--- src/rtl/mem_access_ctrl.sv ---
// mem_access_ctrl
//   MEM-stage data-memory access sequencer. Takes the MEM-stage control
//   bundle plus effective address and store data, runs a req/ack handshake
//   to a 32-bit word-wide big-endian data memory with byte enables, and
//   stalls the pipeline until the access completes, fails alignment, or
//   times out waiting for dm_ack.
//
// Ports:
//   clk, reset            clock (rising edge), async active-high reset
//   mem_enable, mem_rw    access request, 0 = load / 1 = store
//   mem_size, mem_se      00 byte, 01 half, 1x word; sign-extend loads
//   addr, store_data      effective byte address, store operand
//   load_data             extended load result, valid in DONE only
//   stall                 holds IF..MEM pipeline registers
//   addr_error, timeout   one-cycle pulses in DONE
//   dm_req, dm_we         memory request / write enable (held during BUSY)
//   dm_addr, dm_be        word address, byte enables (bit3 = bits[31:24])
//   dm_wdata              lane-replicated store data
//   dm_rdata, dm_ack      memory read data / completion
module mem_access_ctrl #(
    parameter int unsigned TIMEOUT_CYCLES = 16
) (
    input  logic        clk,
    input  logic        reset,
    input  logic        mem_enable,
    input  logic        mem_rw,
    input  logic [1:0]  mem_size,
    input  logic        mem_se,
    input  logic [31:0] addr,
    input  logic [31:0] store_data,
    output logic [31:0] load_data,
    output logic        stall,
    output logic        addr_error,
    output logic        timeout,
    output logic        dm_req,
    output logic        dm_we,
    output logic [31:0] dm_addr,
    output logic [3:0]  dm_be,
    output logic [31:0] dm_wdata,
    input  logic [31:0] dm_rdata,
    input  logic        dm_ack
);

    typedef enum logic [1:0] {
        IDLE = 2'd0,
        BUSY = 2'd1,
        DONE = 2'd2
    } state_t;

    localparam logic [7:0] CNT_LAST = 8'(TIMEOUT_CYCLES - 1);

    state_t      state;
    logic [31:0] addr_q;
    logic        rw_q;
    logic [1:0]  size_q;
    logic        se_q;
    logic [3:0]  be_q;
    logic [31:0] wdata_q;
    logic [7:0]  cnt_q;
    logic [31:0] load_q;
    logic        addr_err_q;
    logic        timeout_q;

    logic        misaligned;
    logic [3:0]  be_n;
    logic [31:0] wdata_n;
    logic [7:0]  lane_b;
    logic [15:0] lane_h;
    logic [31:0] ext_data;
    logic        busy;

    // Alignment check on the incoming request
    always_comb begin
        misaligned = 1'b0;
        case (mem_size)
            2'b00:   misaligned = 1'b0;
            2'b01:   misaligned = addr[0];
            default: misaligned = |addr[1:0];
        endcase
    end

    // Big-endian store steering: byte offset 0 is the MSB lane
    always_comb begin
        be_n    = 4'b1111;
        wdata_n = store_data;
        case (mem_size)
            2'b00: begin
                wdata_n = {4{store_data[7:0]}};
                case (addr[1:0])
                    2'b00:   be_n = 4'b1000;
                    2'b01:   be_n = 4'b0100;
                    2'b10:   be_n = 4'b0010;
                    default: be_n = 4'b0001;
                endcase
            end
            2'b01: begin
                wdata_n = {2{store_data[15:0]}};
                be_n    = addr[1] ? 4'b0011 : 4'b1100;
            end
            default: begin
                be_n    = 4'b1111;
                wdata_n = store_data;
            end
        endcase
        // Loads always fetch the full word; lane selection happens on return
        if (!mem_rw) begin
            be_n = 4'b1111;
        end
    end

    // Lane extraction and extension of returning read data
    always_comb begin
        case (addr_q[1:0])
            2'b00:   lane_b = dm_rdata[31:24];
            2'b01:   lane_b = dm_rdata[23:16];
            2'b10:   lane_b = dm_rdata[15:8];
            default: lane_b = dm_rdata[7:0];
        endcase
        lane_h = addr_q[1] ? dm_rdata[15:0] : dm_rdata[31:16];
        case (size_q)
            2'b00:   ext_data = {{24{se_q & lane_b[7]}}, lane_b};
            2'b01:   ext_data = {{16{se_q & lane_h[15]}}, lane_h};
            default: ext_data = dm_rdata;
        endcase
    end

    always_ff @(posedge clk or posedge reset) begin
        if (reset) begin
            state      <= IDLE;
            addr_q     <= '0;
            rw_q       <= 1'b0;
            size_q     <= '0;
            se_q       <= 1'b0;
            be_q       <= '0;
            wdata_q    <= '0;
            cnt_q      <= '0;
            load_q     <= '0;
            addr_err_q <= 1'b0;
            timeout_q  <= 1'b0;
        end else begin
            // Result and status pulses live for the single DONE cycle only
            load_q     <= '0;
            addr_err_q <= 1'b0;
            timeout_q  <= 1'b0;
            case (state)
                IDLE: begin
                    if (mem_enable) begin
                        addr_q  <= addr;
                        rw_q    <= mem_rw;
                        size_q  <= mem_size;
                        se_q    <= mem_se;
                        be_q    <= be_n;
                        wdata_q <= wdata_n;
                        cnt_q   <= '0;
                        if (misaligned) begin
                            state      <= DONE;
                            addr_err_q <= 1'b1;
                        end else begin
                            state <= BUSY;
                        end
                    end
                end
                BUSY: begin
                    // An ack in the final allowed cycle still completes normally
                    if (dm_ack) begin
                        state  <= DONE;
                        load_q <= rw_q ? '0 : ext_data;
                    end else if (cnt_q == CNT_LAST) begin
                        state     <= DONE;
                        timeout_q <= 1'b1;
                    end else begin
                        cnt_q <= cnt_q + 8'd1;
                    end
                end
                DONE: begin
                    state <= IDLE;
                end
                default: begin
                    state <= IDLE;
                end
            endcase
        end
    end

    assign busy       = (state == BUSY);
    assign dm_req     = busy;
    assign dm_we      = busy & rw_q;
    assign dm_addr    = busy ? {addr_q[31:2], 2'b00} : '0;
    assign dm_be      = busy ? be_q : '0;
    assign dm_wdata   = busy ? wdata_q : '0;
    assign load_data  = load_q;
    assign addr_error = addr_err_q;
    assign timeout    = timeout_q;
    // A new request stalls in its own IDLE cycle; reset overrides everything
    assign stall      = !reset && (busy || ((state == IDLE) && mem_enable));

endmodule

--- config.mk ---
export PLATFORM = sky130hd
export DESIGN_NAME = mem_access_ctrl
export DESIGN_NICKNAME = d
export VERILOG_FILES = /design/src/rtl/mem_access_ctrl.sv
export SDC_FILE = /design/constraint.sdc
export NUM_CORES = 1
export LEC_CHECK = 0
export BUFFER_PORTS_ARGS = -buffer_cell sky130_fd_sc_hd__buf_4
export CAP_MARGIN = 20
export CORE_MARGIN = 5
export CORE_UTILIZATION = 45
export DETAILED_ROUTE_END_ITERATION = 8
export PLACE_DENSITY = 0.71
export SETUP_SLACK_MARGIN = 0.02
export SLEW_MARGIN = 25
export SYNTH_ARGS = -nofsm -noshare
export SYNTH_HDL_FRONTEND = slang
export SYNTH_SLANG_ARGS = --single-unit
--- constraint.sdc ---
create_clock -name clk -period 9.39 [get_ports clk]
set_input_delay 1.878 -clock clk [delete_from_list [all_inputs] [get_ports clk]]
set_output_delay 1.878 -clock clk [all_outputs]
set_load 0.01 [all_outputs]
==> reports/qor.csv <==
metric,value,unit
outcome,completed,
Worst Clk Skew,0.00599,ns
GRT Total Usage,21.6,%
TritonCTS clock tree,yes,
"Reg clk slew, reported paths",0.05,ns
Slew @ Worst Pin,0.997,ns
Tcrit/Tclk final,44.7,%
Placed Area,7230,um2
largest net degree at the start of global routing,79,
Main synth FF type,dfrtp_1,
initial core utilization,45.3,%
Final Max Slew Viols,0,
die height,122,um
synthesis-to-layout area growth,38.6,%
Lkg Pwr,0.00418,uW
Setup Total Neg Slack,0,ns
H-tree levels,4,
Post-synth EDFFs,0,
fin nets,907,
Final setup viols,0,
Die Width,122,um
pwr dens,255,nW/um2
antenna cells,0,
CTS root buffer,clkbuf_16,
Worst setup EP type,output port,
worst rel slew slack,33.5,%
Resize count post-CTS,0,
Syn Area/Cell,9.15,um2
"commonest non-fill, non-tap cell in the layout",buf_4,
clk sinks,116,
CP max stage delay,0.17,ns
crit path to,stall,
Max-Cap Viols,0,
Post-Syn Instances,617,
"Max stage delay cell, worst path",nor3_1,
CP Depth,3,
TritonRoute pass-1 iters,5,
Post-synth ARST share,100,%
sequential area share after synthesis,51.4,%
DR vias/cell,5.07,
Fmax,0.238,GHz
Ys Warns,0,
CP Cell Sequence,buf_4 > nor3_1 > buf_4,
area of the mapped netlist,5650,um2
gpl congestion,0.859,
number of hold buffers added after CTS,0,
Top delay family on crit path,buffers and inverters,
I/O Buffers,206,
CP Launch Type,primary input,
Clock Path Buffers,2,
die area,14900,um2
post-CTS setup buffers,0,
HP Class,reg2reg,
Std-Cell Rows,41,
DRC violations left,0,
crit path max fanout,2,
Num CTS Buffers,17,
Tmin final,4.20,ns
post-route design area,7830,um2
antenna violations before repair,0,
CP Data Required Time,7.51,ns
Routed Antenna Nets,0,
post-synth cell types,43,
wire length per cell,16.2,um
num ports,209,
final WL,16000,um
"commonest cells after routing, fill and taps aside","209 x buf_4, 156 x nand2_1, 116 x dfrtp_1",
worst r2r src,state[1],
CP bufs+invs,2,
flop2flop setup slack,6.73,ns
Final Hold Vio Count,0,
VDD IR-drop max,0.000150,V
Worst EP arrival,2.32,ns
Yosys reg bits,116,
via count,5006,
DP Wirelength,11500,um
"most used cell, CP",buf_4,
reg2reg path depth,5,
RSZ-0062 raised after global routing,false,
Placeable Area,12500,um2
Setup crit start,reset,
total congestion overflow,0,
critical path class,in2out,
clk_lat worst skew,0.41,ns
first-pass GRT wire length,25000,um
vias in the first global route,5037,
reg-to-reg endpoint,load_data[25],
share of cells above drive strength 1,32.4,%
First DRT Iteration DRCs,520,
Yosys cell counts (all sizes together), types with 3 or more instances:
master / count / area (um2)
mux2: 3 / 33.8
a221oi: 9 / 78.8
o21ai: 32 / 160
a21oi: 28 / 140
clkbuf: 34 / 138
nor2: 41 / 156
nor3: 3 / 15.0
a211oi: 7 / 52.6
a21o: 17 / 144
mux2i: 30 / 300
and2: 68 / 425
dfrtp: 116 / 2900
buf: 10 / 76.3
nor4: 7 / 43.8
inv: 19 / 71.3
nand4: 3 / 18.8
nand2: 157 / 589
a2111oi: 7 / 80.1
nand3: 3 / 15.0
state kept, by name, indices dropped and copies added, names as in the netlist:
name        cells
be_q            4
rw_q            1
timeout         1
addr_q         32
addr_error      1
state           2
wdata_q        32
se_q            1
load_data      32
size_q          2
cnt_q           8
cells by family (layout without fill, tap and decap cells):
group                    count (synthesis)  count (layout)  share of synthesized area (%)
XOR/XNOR                                 2               2                          0.310
flip-flops                             116             116                           51.4
AO/OA/AOI/OAI                          108             108                           12.9
multiplexers                            33              33                           5.92
AND/OR/NAND/NOR                        292             292                           23.8
other                                    1               2                         0.0664
buffers and inverters                   64             261                           5.27
adder cells (fa/ha/maj)                  1               1                          0.222
how the worst min path moves through the flow:
stage               start          to  slack [ns]  cells past startpoint
2_1_floorplan  addr_q[10]  addr_q[10]        0.44                      2
3_3_place_gp   addr_q[26]  addr_q[26]        0.45                      2
3_5_place_dp    addr_q[9]   addr_q[9]        0.45                      2
4_1_cts         addr_q[9]   addr_q[9]        0.47                      2
5_1_grt        addr_q[28]  addr_q[28]        0.48                      2
6_report        addr_q[9]   addr_q[9]        0.46                      2
power breakdown:
group	internal, uW	switching [uW]	total, uW
combinational	256	333	590
clock	428	220	648
sequential	654	107	761
total	1340	660	2000
layout make-up:
| cell class | count | area [um2] |
|---|---|---|
| Tap cell | 172 | 215 |
| Clock buffer | 22 | 464 |
| Inverter | 19 | 73.8 |
| Sequential cell | 116 | 2900 |
| Clock inverter | 10 | 130 |
| Timing Repair Buffer | 210 | 1580 |
| Fill cell | 1073 | 4640 |
| Multi-Input combinational cell | 438 | 2460 |
metrics by stage:
step / utilization (%) / worst slack, ns / total power (uW) / hold WS (ns) / instances
6_report: 62.8 / 5.19 / 2000 / 0.462 / 987
5_1_grt: 62.8 / 5.19 / 2130 / 0.480 / 987
4_1_cts: 62.8 / 5.19 / 2010 / 0.467 / 987
3_5_place_dp: 58.0 / 5.19 / 1360 / 0.454 / 955
3_3_place_gp: 58.0 / 5.19 / 1330 / 0.450 / 955
2_1_floorplan: - / 4.44 / 1130 / 0.437 / 618
routing by layer:
| metal | routed length [um] | global-route usage, % | vias up |
|---|---|---|---|
| met4 | 558 | 10.5 | 0 |
| met3 | 1110 | 6.04 | 43 |
| met1 | 6380 | 25.9 | 2372 |
| met5 | 0 | 0 | - |
| li1 | - | - | 2410 |
| met2 | 7940 | 35.8 | 181 |
worst register-to-register path, cell delays in order (launching register included):
cell	delay, ns
dfrtp_1	0.44
nor2b_4	0.32
buf_4	0.48
nand3b_4	0.30
a2111oi_4	0.88
a21o_2	0.18
No activity file was read; power rests on OpenSTA's default activity.
